<file path="src/rtl/gpio_pkg.sv">
// Shared definitions for the GPIO input filter: register map, field split
// widths and the register-window decoder.
package gpio_pkg;

  localparam int unsigned GPIO_FILT_PERIOD  = 32'h0000_1200;
  localparam int unsigned GPIO_FILT_STAT_LO = 32'h0000_1204;
  localparam int unsigned GPIO_FILT_STAT_HI = 32'h0000_1208;
  localparam int unsigned GPIO_FILT_IEN_LO  = 32'h0000_120C;
  localparam int unsigned GPIO_FILT_IEN_HI  = 32'h0000_1210;
  localparam int unsigned GPIO_FILT_LVL_LO  = 32'h0000_1214;
  localparam int unsigned GPIO_FILT_LVL_HI  = 32'h0000_1218;

  localparam int GPIO_LO_W = 24;
  localparam int GPIO_HI_W = 10;

  typedef enum logic [2:0] {
    REG_NONE,
    REG_PERIOD,
    REG_STAT_LO,
    REG_STAT_HI,
    REG_IEN_LO,
    REG_IEN_HI,
    REG_LVL_LO,
    REG_LVL_HI
  } gpio_reg_e;

  function automatic gpio_reg_e decodeReg(input logic [31:0] byteAddr);
    case (byteAddr)
      GPIO_FILT_PERIOD:  return REG_PERIOD;
      GPIO_FILT_STAT_LO: return REG_STAT_LO;
      GPIO_FILT_STAT_HI: return REG_STAT_HI;
      GPIO_FILT_IEN_LO:  return REG_IEN_LO;
      GPIO_FILT_IEN_HI:  return REG_IEN_HI;
      GPIO_FILT_LVL_LO:  return REG_LVL_LO;
      GPIO_FILT_LVL_HI:  return REG_LVL_HI;
      default:           return REG_NONE;
    endcase
  endfunction

endpackage

</file>
<file path="src/rtl/gpio_in_filter_debounce_bit.sv">
// One GPIO bit: two-flop synchroniser, saturating debounce counter and the
// filtered level, plus a single-cycle pulse on the edge the level changes.
module gpio_debounce_bit #(
  parameter int FilterWidth = 8
) (
  input  logic                   CLOCK,
  input  logic                   reset_reg,
  input  logic                   i_raw,
  input  logic [FilterWidth-1:0] i_period,
  output logic                   o_filt,
  output logic                   o_edge
);

  logic                   r_s1;
  logic                   r_s2;
  logic                   r_filt;
  logic [FilterWidth-1:0] r_cnt;
  logic                   w_commit;

  // >= rather than == so that lowering the period mid-count commits at once
  assign w_commit = (r_s2 != r_filt) && (r_cnt >= i_period);

  always_ff @(posedge CLOCK or posedge reset_reg) begin
    if (reset_reg) begin
      r_s1   <= 1'b0;
      r_s2   <= 1'b0;
      r_filt <= 1'b0;
      r_cnt  <= '0;
    end else begin
      r_s1 <= i_raw;
      r_s2 <= r_s1;
      if (r_s2 == r_filt) begin
        r_cnt <= '0;
      end else if (w_commit) begin
        r_filt <= r_s2;
        r_cnt  <= '0;
      end else if (r_cnt != '1) begin
        r_cnt <= r_cnt + 1'b1;
      end
    end
  end

  assign o_filt = r_filt;
  assign o_edge = w_commit;

endmodule

</file>
<file path="src/rtl/gpio_in_filter.sv">
// GPIO input conditioning: per-bit debounce, any-edge W1C status, interrupt
// enables and a level interrupt, all behind a small host register window.
module gpio_in_filter
  import gpio_pkg::*;
#(
  parameter int AddrWidth      = 14,
  parameter int BusWidth       = 32,
  parameter int MuxGPIOIOWidth = 34,
  parameter int FilterWidth    = 8,
  parameter int DefaultFilter  = 4
) (
  input  logic                      CLOCK,
  input  logic                      reset_reg,
  input  logic                      write_reg,
  input  logic                      read_reg,
  input  logic [AddrWidth-3:0]      busaddress,
  input  logic [BusWidth-1:0]       busdata_in,
  input  logic [MuxGPIOIOWidth-1:0] iodatafromgpio,
  output logic [MuxGPIOIOWidth-1:0] iofiltered,
  output logic [BusWidth-1:0]       busdata_out,
  output logic                      busdata_valid,
  output logic                      irq
);

  logic                      r_wrStage0;
  logic                      r_wrStage1;
  logic                      r_rdStage0;
  logic                      r_rdStage1;
  logic [AddrWidth-3:0]      r_addr;
  logic [BusWidth-1:0]       r_data;
  logic [FilterWidth-1:0]    r_period;
  logic [MuxGPIOIOWidth-1:0] r_stat;
  logic [MuxGPIOIOWidth-1:0] r_ien;
  logic [BusWidth-1:0]       r_busData;
  logic                      r_busValid;
  logic                      r_irq;

  logic [MuxGPIOIOWidth-1:0] w_filt;
  logic [MuxGPIOIOWidth-1:0] w_edge;
  logic [MuxGPIOIOWidth-1:0] w_clr;
  logic [BusWidth-1:0]       w_rdData;
  logic                      w_wrCommit;
  logic                      w_rdCommit;
  gpio_reg_e                 w_reg;
  logic                      w_unused;

  for (genvar g = 0; g < MuxGPIOIOWidth; g++) begin : g_bit
    gpio_debounce_bit #(
      .FilterWidth(FilterWidth)
    ) u_bit (
      .CLOCK    (CLOCK),
      .reset_reg(reset_reg),
      .i_raw    (iodatafromgpio[g]),
      .i_period (r_period),
      .o_filt   (w_filt[g]),
      .o_edge   (w_edge[g])
    );
  end

  // A strobe may be held for many cycles; only its first cycle acts
  assign w_wrCommit = r_wrStage0 & ~r_wrStage1;
  assign w_rdCommit = r_rdStage0 & ~r_rdStage1;
  assign w_reg      = decodeReg(32'({r_addr, 2'b00}));
  assign w_unused   = &{1'b0, r_data[BusWidth-1:GPIO_LO_W]};

  always_ff @(posedge CLOCK or posedge reset_reg) begin
    if (reset_reg) begin
      r_wrStage0 <= 1'b0;
      r_wrStage1 <= 1'b0;
      r_rdStage0 <= 1'b0;
      r_rdStage1 <= 1'b0;
      r_addr     <= '0;
      r_data     <= '0;
    end else begin
      r_wrStage0 <= write_reg;
      r_wrStage1 <= r_wrStage0;
      r_rdStage0 <= read_reg;
      r_rdStage1 <= r_rdStage0;
      r_addr     <= busaddress;
      r_data     <= busdata_in;
    end
  end

  always_comb begin
    w_clr = '0;
    if (w_wrCommit && (w_reg == REG_STAT_LO))
      w_clr[GPIO_LO_W-1:0] = r_data[GPIO_LO_W-1:0];
    if (w_wrCommit && (w_reg == REG_STAT_HI))
      w_clr[GPIO_LO_W +: GPIO_HI_W] = r_data[GPIO_HI_W-1:0];
  end

  always_comb begin
    w_rdData = '0;
    case (w_reg)
      REG_PERIOD:  w_rdData[FilterWidth-1:0] = r_period;
      REG_STAT_LO: w_rdData[GPIO_LO_W-1:0]   = r_stat[GPIO_LO_W-1:0];
      REG_STAT_HI: w_rdData[GPIO_HI_W-1:0]   = r_stat[GPIO_LO_W +: GPIO_HI_W];
      REG_IEN_LO:  w_rdData[GPIO_LO_W-1:0]   = r_ien[GPIO_LO_W-1:0];
      REG_IEN_HI:  w_rdData[GPIO_HI_W-1:0]   = r_ien[GPIO_LO_W +: GPIO_HI_W];
      REG_LVL_LO:  w_rdData[GPIO_LO_W-1:0]   = w_filt[GPIO_LO_W-1:0];
      REG_LVL_HI:  w_rdData[GPIO_HI_W-1:0]   = w_filt[GPIO_LO_W +: GPIO_HI_W];
      default:     w_rdData = '0;
    endcase
  end

  // New edges are OR-ed in after the clear so a simultaneous set survives
  always_ff @(posedge CLOCK or posedge reset_reg) begin
    if (reset_reg) begin
      r_period <= FilterWidth'(DefaultFilter);
      r_ien    <= '0;
      r_stat   <= '0;
      r_irq    <= 1'b0;
    end else begin
      r_stat <= (r_stat & ~w_clr) | w_edge;
      r_irq  <= |(r_stat & r_ien);
      if (w_wrCommit) begin
        case (w_reg)
          REG_PERIOD: r_period <= r_data[FilterWidth-1:0];
          REG_IEN_LO: r_ien[GPIO_LO_W-1:0] <= r_data[GPIO_LO_W-1:0];
          REG_IEN_HI: r_ien[GPIO_LO_W +: GPIO_HI_W] <= r_data[GPIO_HI_W-1:0];
          default:    ;
        endcase
      end
    end
  end

  always_ff @(posedge CLOCK or posedge reset_reg) begin
    if (reset_reg) begin
      r_busData  <= '0;
      r_busValid <= 1'b0;
    end else begin
      r_busValid <= w_rdCommit;
      if (w_rdCommit)
        r_busData <= w_rdData;
    end
  end

  assign iofiltered    = w_filt;
  assign busdata_out   = r_busData;
  assign busdata_valid = r_busValid;
  assign irq           = r_irq;

endmodule

</file>
<file path="config.mk">
export PLATFORM = sky130hd
export DESIGN_NAME = gpio_in_filter
export DESIGN_NICKNAME = d
export VERILOG_FILES = /design/src/rtl/gpio_pkg.sv /design/src/rtl/gpio_in_filter_debounce_bit.sv /design/src/rtl/gpio_in_filter.sv
export SDC_FILE = /design/constraint.sdc
export NUM_CORES = 1
export LEC_CHECK = 0
export CORE_MARGIN = 10
export CORE_UTILIZATION = 40
export DETAILED_ROUTE_END_ITERATION = 10
export DONT_BUFFER_PORTS = 1
export PLACE_DENSITY = 0.56
export SLEW_MARGIN = 20
export SYNTH_ARGS = -nofsm -noshare
export SYNTH_HDL_FRONTEND = slang
export SYNTH_SLANG_ARGS = --single-unit
export TNS_END_PERCENT = 50
</file>
<file path="constraint.sdc">
create_clock -name CLOCK -period 24.7 [get_ports CLOCK]
set_clock_uncertainty 0.1 [all_clocks]
set_input_delay 4.94 -clock CLOCK [delete_from_list [all_inputs] [get_ports CLOCK]]
set_output_delay 4.94 -clock CLOCK [all_outputs]
set_load 0.01 [all_outputs]
</file>
==> results of run 1 <==
-- layout by cell type (no fill, tap or decap), types with 61 or more instances in the layout --
cell type	netlist	layout
nor3_1	67	67
xor2_1	61	61
dfrtp_1	515	514
o21ai_0	186	185
nand3_1	178	178
mux2i_1	62	62
inv_1	74	66
mux2_2	76	76
nand2_1	165	165
and3_1	64	64
nor2_1	360	360
a21oi_1	96	96
ha_1	306	306
-- flip-flops by register name (all words and copies together) (netlist names), 8 cells and up --
signal and cells:
r_ien 34, g_bit.u_bit.r_cnt 272, r_stat 34, r_period 8
g_bit.u_bit.r_s2 34, g_bit.u_bit.o_filt 34, busdata_out 24, g_bit.u_bit.r_s1 34
r_addr 12, r_data 24
-- where the power goes --
group / leakage [nW] / total (W) / internal, W / switching (W)
Sequential: 6.70 / 0.000875 / 0.000858 / 0.0000170
Clock: 0.955 / 0.000892 / 0.000532 / 0.000360
Combinational: 5.94 / 0.0000537 / 0.0000160 / 0.0000377
Total: 13.6 / 0.00182 / 0.00141 / 0.000414
-- critical path: cells and delay by family --
family,cells,cell delay (ns)
buffers and inverters,3,2.07
-- per-layer routing --
metal  vias up  GRT usage [%]  wire length (um)
met5         -              0                 0
li1      10100              -                 -
met1     10400           23.3             33000
met4         0           4.87              1920
met2       436           29.8             35000
met3       120           4.02              4450
-- path summary, 6_finish.rpt --
path / startpoint / to / slack [ns] / depth (start not counted)
setup / recovery: reset_reg / r_ien[8] / 18.00 / 3
hold / removal: g_bit[22].u_bit.r_s1 / g_bit[22].u_bit.r_s2 / 0.24 / 0
setup reg to reg: r_period[2] / g_bit[13].u_bit.r_cnt[4] / 20.88 / 8
hold reg to reg: g_bit[22].u_bit.r_s1 / g_bit[22].u_bit.r_s2 / 0.24 / 0
max in group CLOCK: g_bit[32].u_bit.o_filt / iofiltered[32] / 18.44 / 0
min in group asynchronous: reset_reg / g_bit[16].u_bit.r_s1 / 4.21 / 1
-- logic make-up (layout without fill, tap and decap cells) --
logic type	after synthesis	after routing	share of synthesized area [%]
simple gates	1015	1015	17.0
xor+xnor	121	121	3.74
flops	516	516	45.5
compound gates	530	530	11.6
other cells	1	8	0.0132
fa+ha+maj	306	306	13.5
buf+inv	152	202	2.65
mux	149	149	5.87
-- final cells by class --
cell class                 count  area, sq um
clock inverter                29          345
tap                          940         1180
inverter                      75          289
sequential                   516        12900
timing repair buffer          22          190
fill                        6712        38900
clock buffer                  76         1620
multi-input combinational   2129        14700
-- metrics by stage --
step	area, sq um	utilization (%)	hold WS [ns]	cells	total power [W]
after floorplan	28400	-	0.231	2797	0.000926
after global placement	29300	41.8	0.233	3682	0.000945
after detailed placement	29300	41.8	0.235	3682	0.000946
after CTS	31300	44.6	0.242	3787	0.00185
after global routing	31300	44.6	0.250	3787	0.00189
final	31300	44.6	0.240	3787	0.00182
==> impl_results.md, run 1 <==
- MaxCap Viol Count: 0
- Antenna cells: 0
- Setup Viol. Count Final: 0
- Leading area contributor after synthesis: dfrtp_1
- Synth Instances: 2790
- Clk_lat worst skew: 0.63 ns
- DPL Wire Length: 52000 um
- Slowest CP cell: buf_4
- Synth Register Bits: 516
- Hold buffers post-CTS: 0
- Routed WL: 74400 um
- HP Class: register to register
- Vias per cell: 5.56
- Netlist cell types: 71
- Congestion Overflow GR: 0
- RSZ-0062 raised after global routing: no
- Synthesized cell area: 28400 sq um
- First-pass iteration count of the detailed router: 5
- Fraction of layout cells with a size suffix above 1: 8.22%
- Syn Area/Cell: 10.2 sq um
- Residual DRC: 0
- Yosys Warn Count: 0
- Slew of the pin with the lowest slew margin: 1.06 ns
- Setup repair bufs after CTS: 0
- Cts repair resizes: 0
- CTS max path bufs: 3
- Largest net degree at the start of global routing: 165
- Antenna Nets Post-Route: 0
- Post-route clock period utilization: 27.1%
- Starting DRT DRC Count: 1354
- Total CTS buffers: 58
- CTS root buf: clkbuf_16
- Vias in the first global route: 20.7k
- Synth top area share: 45.5%
- WS Path Type: input pin to async pin
- Initial Util: 40.4%
- Setup TNS: 0 ns
- Via count: 21.1k
- H-tree levels: 2
- Routability cong.: 0.867
- IO Count: 150
- Area Growth Syn to Fin: 10.3%
- Post-layout min period: 6.70 ns
- Top post-synthesis cells by area: dfrtp_1 45%, ha_1 14%, nor2_1 4.8%
- CTS clk-pin slew, worst paths: 0.06 ns
- Cell Rows: 97
- Worst Setup Start Kind: input pin
- Kind of end point of the critical path: async pin
- CP Max Fanout: 161
- Max Transition Viols Final: 0
- Die height: 286 um
- Fin worst setup slack: 18.00 ns
- Most common cell in the synthesized netlist: dfrtp_1
- Top post-synthesis cells by count: 515 x dfrtp_1, 360 x nor2_1, 306 x ha_1
- First-pass GRT wire length: 118000 um
- Power per cell area: 58.2 nW/um^2
- Number of enable flip-flop cells after synthesis: 0
- Largest stage delay on the critical path: 0.87 ns
- Final #Nets: 3190
- CTS tree: yes
- WP data arrival: 7.21 ns
- Sequential share of the synthesized area: 45.5%
- Async set or reset register ratio after synthesis: 100%
- Status: complete, no violations
- Synth Flop Type: dfrtp_1
- Antenna violations before repair: 2
- WL/cell: 19.6 um
- Die width: 286 um
- Relative slew slack: 28.8%
- Max VDD drop: 55.5 uV
- Critical Path RT: 25.21 ns
- CTS sink cnt: 516
- Die ar.: 81900 sq um
- Final hold violations: 0
- GRT Util Overall: 18.0%
- Core ar.: 70100 sq um
- Buffers added on ports: 0
- Critical Path, Cell by Cell: inv_8 -> buf_12 -> buf_4
- Leakage power: 13.6 nW
- Fmax achieved: 149 MHz
- Dpl ws: 17.18 ns
Note: power is estimated with default switching activity, not from simulation.
==> run 2: changes to the inputs <==
PLACE_DENSITY = 0.58   (was 0.56)
clock period = 6 ns   (was 24.7 ns; I/O delays follow)
==> impl_results.md, run 2 (same netlist as run 1, synthesis figures left out) <==
- Status: complete, no violations
- DPL Wire Length: 52000 um
- Core ar.: 70100 sq um
- Final #Nets: 3195
- CTS sink cnt: 516
- Post-layout min period: 3.21 ns
- Vias per cell: 5.58
- Cts repair resizes: 0
- Fin worst setup slack: 2.79 ns
- Antenna Nets Post-Route: 0
- Delay-heaviest family, CP: buffers and inverters
- Slowest CP cell: or3b_2
- Leakage power: 13.7 nW
- CP Max Fanout: 26
- Most common cell after layout, fill and taps aside: dfrtp_1
- Placed insts: 3685
- Routed wire length on met3: 4710 um
- CTS clk-pin slew, worst paths: 0.06 ns
- Fmax achieved: 311 MHz
- Congestion Overflow GR: 0
- Die ar.: 81900 sq um
- CTS tree: yes
- Seq pwr share: 46.8%
- RSZ-0062 raised after global routing: no
- Hold Slack: 0.245 ns
- GRT Util Overall: 18.0%
- Post-route clock period utilization: 53.5%
- Residual DRC: 0
- Buffers added on ports: 0
- WL/cell: 19.5 um
- Gate power share: 2.8%
- HP Class: register to register
- Setup repair bufs after CTS: 0
- Commonest non-fill, non-tap cells in the layout: 514 x dfrtp_1, 360 x nor2_1, 306 x ha_1
- Starting DRT DRC Count: 1279
- Fraction of layout cells with a size suffix above 1: 8.72%
- Initial Util: 40.4%
- Clk_lat worst skew: 0.63 ns
- Post-route cell area: 31500 sq um
- Critical Path, Cell by Cell: clkinv_1 -> buf_4 -> ha_1 -> nand4_1 -> a21oi_1 -> o31a_1 -> or3b_2 -> a211oi_1
- H-tree levels: 2
- Die width: 286 um
- Dpl ws: 2.77 ns
- Top Metal Used: met5
- First-pass GRT wire length: 118000 um
- WS Path Type: register to register
- Cell Rows: 97
- Vias in the first global route: 20.9k
- Total CTS buffers: 60
- MaxCap Viol Count: 0
- Cell Count, Final, Fillers Out: 3797
- Die height: 286 um
- Worst Setup Start Kind: register
- Hold buffers post-CTS: 0
- Slew of the pin with the lowest slew margin: 1.04 ns
- Largest net degree at the start of global routing: 170
- CTS root buf: clkbuf_16
- Sw Share: 22.8%
- Antenna cells: 0
- Antenna violations before repair: 2
- Routed WL: 74200 um
- Buf/Inv on CP: 2
- M1 wire length: 32900 um
- First-pass iteration count of the detailed router: 5
- Int Pwr: 0.00595 W
- Max reg flops: 272
- IO Count: 150
- Largest stage delay on the critical path: 0.55 ns
- Met2 WL: 34500 um
- Max Transition Viols Final: 0
- WP data arrival: 3.64 ns
- Final hold violations: 0
- Kind of end point of the critical path: register
- Psw: 0.00176 W
- Routability cong.: 0.886
- Area Growth Syn to Fin: 11.0%
- Relative slew slack: 30.6%
- Filler instances: 6647
- Critical Path RT: 6.43 ns
- CTS max path bufs: 3
- DP Area: 29300 sq um
- Via count: 21.2k
- Largest Register: g_bit.u_bit.r_cnt
- Max VDD drop: 271 uV
- Power per cell area: 245 nW/um^2
- Clock network power share: 50.4%
- Setup Viol. Count Final: 0
- Total chip power: 0.00771 W
[run 2: power groups by stage]
stage	Clock [W]	Combinational (W)	Sequential (W)
floorplan	0	0.000185	0.00363
global placement	0	0.000216	0.00367
detailed placement	0	0.000220	0.00367
CTS	0.00399	0.000221	0.00361
global route	0.00414	0.000244	0.00361
finish	0.00389	0.000215	0.00361
[run 2: final timing paths]
path | to | depth (start not counted) | slack, ns | startpoint
worst max-delay path | g_bit[13].u_bit.r_cnt[7] | 8 | 2.79 | r_period[6]
worst min register to register | g_bit[23].u_bit.r_s2 | 0 | 0.25 | g_bit[23].u_bit.r_s1
max in group asynchronous | g_bit[7].u_bit.r_cnt[5] | 2 | 3.92 | reset_reg
worst max register to register | g_bit[13].u_bit.r_cnt[7] | 8 | 2.79 | r_period[6]
min in group asynchronous | g_bit[0].u_bit.r_s2 | 1 | 0.49 | reset_reg
worst min-delay path | g_bit[23].u_bit.r_s2 | 0 | 0.25 | g_bit[23].u_bit.r_s1
[run 2: metal layers]
| layer | vias up | GRT usage, % |
|---|---|---|
| li1 | 10100 | - |
| met1 | 10500 | 23.5 |
| met2 | 434 | 29.4 |
| met3 | 129 | 3.78 |
| met4 | 2 | 5.82 |
| met5 | - | 0 |
[run 2: stage by stage]
step | util, % | TNS (ns)
2_1_floorplan | - | -1188.69
3_3_place_gp | 41.8 | 0
3_5_place_dp | 41.8 | 0
4_1_cts | 44.9 | 0
5_1_grt | 44.9 | 0
6_report | 44.9 | 0
[run 2: layout make-up]
class	instances	area (sq um)	share of cell area, %
clock buffer	76	1700	5.40
inverter	75	285	0.906
timing repair buffer	25	225	0.715
clock inverter	36	429	1.36
multi-input combinational	2129	14800	46.9
tap	940	1180	3.74
sequential	516	12900	41.0
